===== config.mk =====
export PLATFORM = sky130hd
export DESIGN_NAME = voq_rr_scheduler
export DESIGN_NICKNAME = d
export VERILOG_FILES = /design/src/rtl/voq_rr_scheduler_pkg.sv /design/src/rtl/voq_rr_scheduler_rr_pick.sv /design/src/rtl/voq_rr_scheduler.sv
export SDC_FILE = /design/constraint.sdc
export NUM_CORES = 1
export LEC_CHECK = 0
export BUFFER_PORTS_ARGS = -buffer_cell sky130_fd_sc_hd__buf_2
export CAP_MARGIN = 5
export CORE_MARGIN = 2
export CORE_UTILIZATION = 61
export DETAILED_ROUTE_END_ITERATION = 8
export MAX_ROUTING_LAYER = met4
export PLACE_DENSITY = 0.95
export SYNTH_ARGS = -nofsm -noshare
export SYNTH_HDL_FRONTEND = slang
export SYNTH_SLANG_ARGS = --single-unit

===== constraint.sdc =====
create_clock -name clk -period 7.15 [get_ports clk]
set_input_delay 0 -clock clk [delete_from_list [all_inputs] [get_ports clk]]
set_output_delay 0 -clock clk [all_outputs]
set_load 0.05 [all_outputs]

===== src/rtl/voq_rr_scheduler_pkg.sv =====
// Switch-wide scheduler constants and the matcher FSM state encoding.
package voq_rr_scheduler_pkg;

  localparam int PORTS  = 4;
  localparam int PORT_W = $clog2(PORTS);

  typedef enum logic [1:0] {
    S_IDLE = 2'd0,
    S_PICK = 2'd1,
    S_DONE = 2'd2
  } state_e;

endpackage


===== src/rtl/voq_rr_scheduler_rr_pick.sv =====
// Combinational round-robin finder: first egress at or after start_idx that is
// neither empty nor already picked. Rotate, priority-find, then unrotate.
module rr_pick #(
  parameter int PORTS  = 4,
  parameter int PORT_W = $clog2(PORTS)
) (
  input  logic [PORT_W-1:0] start_idx,
  input  logic [PORTS-1:0]  empty,
  input  logic [PORTS-1:0]  picked,
  output logic [PORT_W-1:0] pick_idx,
  output logic              none
);

  logic [PORTS-1:0]  avail_rot_s;
  logic [PORT_W-1:0] offset_s;
  logic              found_s;

  // Rotate availability so bit 0 is start_idx, take the lowest set bit, map back.
  always_comb begin
    avail_rot_s = '0;
    offset_s    = '0;
    found_s     = 1'b0;
    for (int j = 0; j < PORTS; j++) begin
      avail_rot_s[j] = ~empty[start_idx + PORT_W'(j)] & ~picked[start_idx + PORT_W'(j)];
    end
    for (int j = 0; j < PORTS; j++) begin
      if (avail_rot_s[j] && !found_s) begin
        found_s  = 1'b1;
        offset_s = PORT_W'(j);
      end else begin
        found_s  = found_s;
      end
    end
    pick_idx = start_idx + offset_s;
    none     = ~found_s;
  end

endmodule


===== src/rtl/voq_rr_scheduler.sv =====
// PORTS x PORTS VOQ matcher: visits one ingress per cycle in rotating order and
// grants each the next free egress after its own persistent round-robin pointer.
module voq_rr_scheduler
  import voq_rr_scheduler_pkg::*;
#(
  parameter int PORTS  = voq_rr_scheduler_pkg::PORTS,
  parameter int PORT_W = $clog2(PORTS)
) (
  input  logic                      clk,
  input  logic                      reset_n,
  input  logic                      start,
  input  logic [PORTS*PORTS-1:0]    voq_empty,
  output logic                      busy,
  output logic                      done,
  output logic [PORTS-1:0]          match_valid,
  output logic [PORTS*PORT_W-1:0]   match_egress
);

  state_e                    state_r;
  logic [PORT_W-1:0]         k_r;
  logic [PORT_W-1:0]         first_ing_r;
  logic [PORT_W-1:0]         ptr_r [PORTS];
  logic [PORTS*PORTS-1:0]    empty_q_r;
  logic [PORTS-1:0]          picked_r;
  logic [PORTS-1:0]          match_valid_r;
  logic [PORTS*PORT_W-1:0]   match_egress_r;
  logic                      busy_r;
  logic                      done_r;

  logic [PORT_W-1:0]         idx_s;
  logic [PORT_W-1:0]         cur_ptr_s;
  logic [PORTS-1:0]          cur_empty_s;
  logic [PORT_W-1:0]         pick_s;
  logic                      none_s;

  // Select the ingress being visited this cycle and its pointer / VOQ snapshot.
  always_comb begin
    idx_s       = first_ing_r + k_r;
    cur_ptr_s   = ptr_r[idx_s];
    cur_empty_s = empty_q_r[idx_s*PORTS +: PORTS];
  end

  rr_pick #(
    .PORTS  (PORTS),
    .PORT_W (PORT_W)
  ) u_rr_pick (
    .start_idx (cur_ptr_s),
    .empty     (cur_empty_s),
    .picked    (picked_r),
    .pick_idx  (pick_s),
    .none      (none_s)
  );

  // Epoch FSM, pointer updates and match registers.
  always_ff @(posedge clk) begin
    if (!reset_n) begin
      state_r        <= S_IDLE;
      k_r            <= '0;
      first_ing_r    <= '0;
      empty_q_r      <= '0;
      picked_r       <= '0;
      match_valid_r  <= '0;
      match_egress_r <= '0;
      busy_r         <= 1'b0;
      done_r         <= 1'b0;
      for (int i = 0; i < PORTS; i++) begin
        ptr_r[i] <= '0;
      end
    end else begin
      case (state_r)
        S_IDLE: begin
          if (start) begin
            empty_q_r      <= voq_empty;
            picked_r       <= '0;
            match_valid_r  <= '0;
            match_egress_r <= '0;
            k_r            <= '0;
            busy_r         <= 1'b1;
            state_r        <= S_PICK;
          end else begin
            state_r <= S_IDLE;
          end
        end
        S_PICK: begin
          if (!none_s) begin
            match_valid_r[idx_s]                     <= 1'b1;
            match_egress_r[idx_s*PORT_W +: PORT_W]   <= pick_s;
            picked_r[pick_s]                         <= 1'b1;
            ptr_r[idx_s]                             <= pick_s + PORT_W'(1);
          end else begin
            match_valid_r[idx_s]                     <= 1'b0;
            match_egress_r[idx_s*PORT_W +: PORT_W]   <= '0;
          end
          k_r <= k_r + PORT_W'(1);
          // Fixed latency: every ingress is visited even once all egresses are taken.
          if (k_r == PORT_W'(PORTS-1)) begin
            done_r  <= 1'b1;
            state_r <= S_DONE;
          end else begin
            state_r <= S_PICK;
          end
        end
        S_DONE: begin
          done_r      <= 1'b0;
          busy_r      <= 1'b0;
          first_ing_r <= first_ing_r + PORT_W'(1);
          state_r     <= S_IDLE;
        end
        default: begin
          done_r  <= 1'b0;
          busy_r  <= 1'b0;
          state_r <= S_IDLE;
        end
      endcase
    end
  end

  assign busy         = busy_r;
  assign done         = done_r;
  assign match_valid  = match_valid_r;
  assign match_egress = match_egress_r;

endmodule

==> impl_metrics.csv <==
group,metric,value,unit
run_status,outcome,"completed",
die,io_pins,33,
global_routing,grt_start_max_net_pins,47,
global_routing,overflow,0,
routing,viasPerCell,6.13,
yosys,yosysTopAreaCell,"dfxtp_1",
die,die_height,66.9,µm
yosys,async_reset_ff_share,0,%
timing,maxSlewViolCount,0,
clock_network,post-cts-setup-buffers,0,
min_path,hold_depth,3,
yosys,ys_top_cells_by_area,"dfxtp_1, edfxtp_1, ha_1, nand2_1, a21boi_0",
global_routing,antenna_found_initial,0,
min_path,hold_path.class,"in2reg",
timing,worstMarginPinSlew,0.922,ns
worst_setup_path,crit_required,7.14,ns
worst_setup_path,crit_chain,"ha_1, xnor2_1, xnor2_2, inv_2, mux4_1, o22ai_1, nor3_1, nor2_1, nand2_1, o21ai_0",
yosys,synth_seq_cells,48,
routing,drtIter0Drc,172,
global_routing,grt_use_total,31.4,%
worst_setup_path,critical_path.max_fanout,13,
timing,relSlewSlack,38.3,%
routing,avgRoutedWirePerCell,17.4,µm
die,die_x,66.9,µm
die,coreArea,3720,µm²
placement,routabilityCongestion,0.949,
timing,hold_violations,0,
worst_setup_path,start_kind,"flip-flop",
worst_setup_path,critPathArrivalTime,4.09,ns
die,start_util,64.8,%
min_path,holdPathEnd,"state_r[0]",
clock_network,cts_tree,"yes",
yosys,synth.avg_cell_area,9.38,µm²
layout,area_growth_syn_to_layout,18.3,%
worst_setup_path,critPathBufInv,1,
worst_setup_path,crit_slowest_cell,"nor2_1",
layout,fin_nets,333,
worst_setup_path,r2r-start,"k_r[0]",
worst_setup_path,critPathMaxStageDelay,0.72,ns
yosys,synth_edf_count,8,
yosys,synth_area,2410,µm²
layout,fillers,234,
routing,vias,2138,
worst_setup_path,worstRegToRegCells,10,
clock_network,cts_made_buffers,5,
timing,rsz0062_at_grt,"no",
yosys,synth-main-ff-cell,"dfxtp_1",
timing,fin_ws,3.04,ns
yosys,synth.distinct_cells,46,
routing,drtPass1Iterations,5,
timing,fmax,243,MHz
placement,pre_cts_slack,3.26,ns
timing,setup_viol,0,
timing,fin_hold_ws,0.0680,ns
routing,drc,0,
placement,port_buffers,32,
yosys,netlist_instances,257,
global_routing,grt_pass1_vias,2126,
yosys,synth_seq_area_share,43.2,%
worst_setup_path,path_class,"reg2reg",
die,fp.dieArea,4470,µm²
yosys,synth_nets,290,
global_routing,grt_first_pass_wirelength,10000,µm
placement,dp_hpwl,3530,µm
clock_network,clkTransAtPathRegs,0.09,ns
power_and_ir_drop,p_per_area,230,nW/µm²
placement,numPlacedInstances,325,
clock_network,htreeDepth,2,
yosys,yosysWarnings,0,
power_and_ir_drop,peakVddDrop,0.271,mV
power_and_ir_drop,power.leakage,1.24,nW
routing,wl,6070,µm
layout,diodes,0,
worst_setup_path,cpLargestDelayFamily,"simple AND/OR/NAND/NOR gates",
layout,drive_gt1_share,17.9,%
layout,fin_cells,349,
clock_network,clockBufferDepth,2,
routing,ant_nets,0,
clock_network,clk_latency,0.32,ns
timing,setup_tns,0,ns
timing,finalCriticalPeriod,4.11,ns
die,placementRows,22,
worst_setup_path,reg2reg_setup_slack,3.04,ns
yosys,synth.top_cell.area_share,33.2,%
worst_setup_path,rr_endpoint,"ptr_r[3][0]",
clock_network,ctsRootBufferMaster,"clkbuf_8",
worst_setup_path,end_kind,"flip-flop",
timing,fin_crit_sh,57.5,%
timing,finClkSkew,0.0114,ns
min_path,min_from,"start",
clock_network,cts.sinks,48,
run,cap_viol_max_count,0,
## logic make-up (layout without fill, tap and decap cells)
kind of cell | after synthesis | after routing | share of synthesized area, %
XOR/XNOR | 5 | 5 | 2.44
buffers and inverters | 17 | 61 | 3.01
AO/OA/AOI/OAI | 60 | 60 | 17.4
adder cells (fa/ha/maj) | 14 | 14 | 7.27
multiplexers | 5 | 5 | 5.30
AND/OR/NAND/NOR | 108 | 108 | 21.4
flip-flops | 48 | 48 | 43.2
## synth_stat cells, types with 2 or more instances
library cell / count
edfxtp_1: 8
a22oi_1: 4
inv_2: 3
ha_1: 14
a41o_1: 3
mux4_1: 4
o211ai_1: 2
nand2_1: 45
nand3_1: 4
nor2_1: 22
dfxtp_1: 40
or2_2: 2
nor3b_1: 2
a32oi_1: 2
clkbuf_1: 9
nand2b_1: 3
inv_1: 2
nor2b_1: 8
and3_1: 5
a21oi_1: 8
xnor2_1: 2
a21boi_0: 19
and2_1: 5
o21ai_0: 13
nor3_1: 7
## per-stage QoR
step	power [mW]	cell area, µm²	utilization, %
final	0.655	2850	76.7
after global placement	0.432	2580	69.3
after detailed placement	0.439	2580	69.3
after floorplan	0.405	2410	-
after global routing	0.677	2850	76.7
after CTS	0.646	2850	76.7
## per-layer routing
metal	vias to the layer above	routed length (µm)	GRT usage [%]
li1	986	-	-
met4	0	257	14.3
met3	35	491	8.11
met1	1012	2300	36.2
met5	-	0	-
met2	105	3020	51.4
## flip-flops by register name (all words and copies together), names as in the netlist
signal and cells:
empty_q_r 16, match_valid 4, busy 1, state_r 2
ptr_r 8, picked_r 4, done 1, first_ing_r 2
k_r 2, match_egress 8
## tightest hold or removal path: stages
cell,delay [ns]
buf_2,0.09
nor2_1,0.06
a211oi_1,0.19
## how the worst max path moves through the flow
| stage | start | to | slack (ns) | cells past startpoint |
|---|---|---|---|---|
| finish | k_r[0] | ptr_r[3][0] | 3.04 | 10 |
| detailed placement | k_r[0] | ptr_r[0][1] | 3.26 | 13 |
| CTS | k_r[0] | ptr_r[2][1] | 3.20 | 13 |
| global route | k_r[0] | ptr_r[2][1] | 2.86 | 14 |
| global placement | k_r[0] | ptr_r[0][1] | 3.44 | 14 |
| floorplan | k_r[0] | ptr_r[0][1] | 3.66 | 16 |
## report_power, final
part | total (mW) | leakage (nW) | switching [mW] | internal (mW)
Combinational | 0.149 | 0.769 | 0.0948 | 0.0547
Sequential | 0.299 | 0.410 | 0.00860 | 0.290
Clock | 0.207 | 0.0591 | 0.101 | 0.106
## placed cells by master (no fill, tap or decap), types with 8 or more instances in the layout
cell	Yosys	routed
ha_1	14	14
dfxtp_1	40	40
o21ai_0	13	13
nor2_1	22	22
dlygate4sd3_1	0	16
nor2b_1	8	8
edfxtp_1	8	8
a21oi_1	8	8
nand2_1	45	45
a21boi_0	19	19
buf_2	1	32
## final cells by class
cell class | instances | area [µm²] | area share [%]
clock inverters | 3 | 45.0 | 1.58
well taps | 48 | 60.1 | 2.11
multi-input cells | 192 | 1300 | 45.5
flip-flops and latches | 48 | 1040 | 36.5
clock buffers | 5 | 68.8 | 2.41
inverters | 5 | 18.8 | 0.658
repair buffers | 48 | 320 | 11.2
## repair_timing
| action | 4_1_cts | 5_1_grt |
|---|---|---|
| endpoints found under the hold margin | 16 | 0 |
| resized for setup | 0 | 0 |
| hold buffers | 16 | 0 |
(Power assumes the default switching activity.)
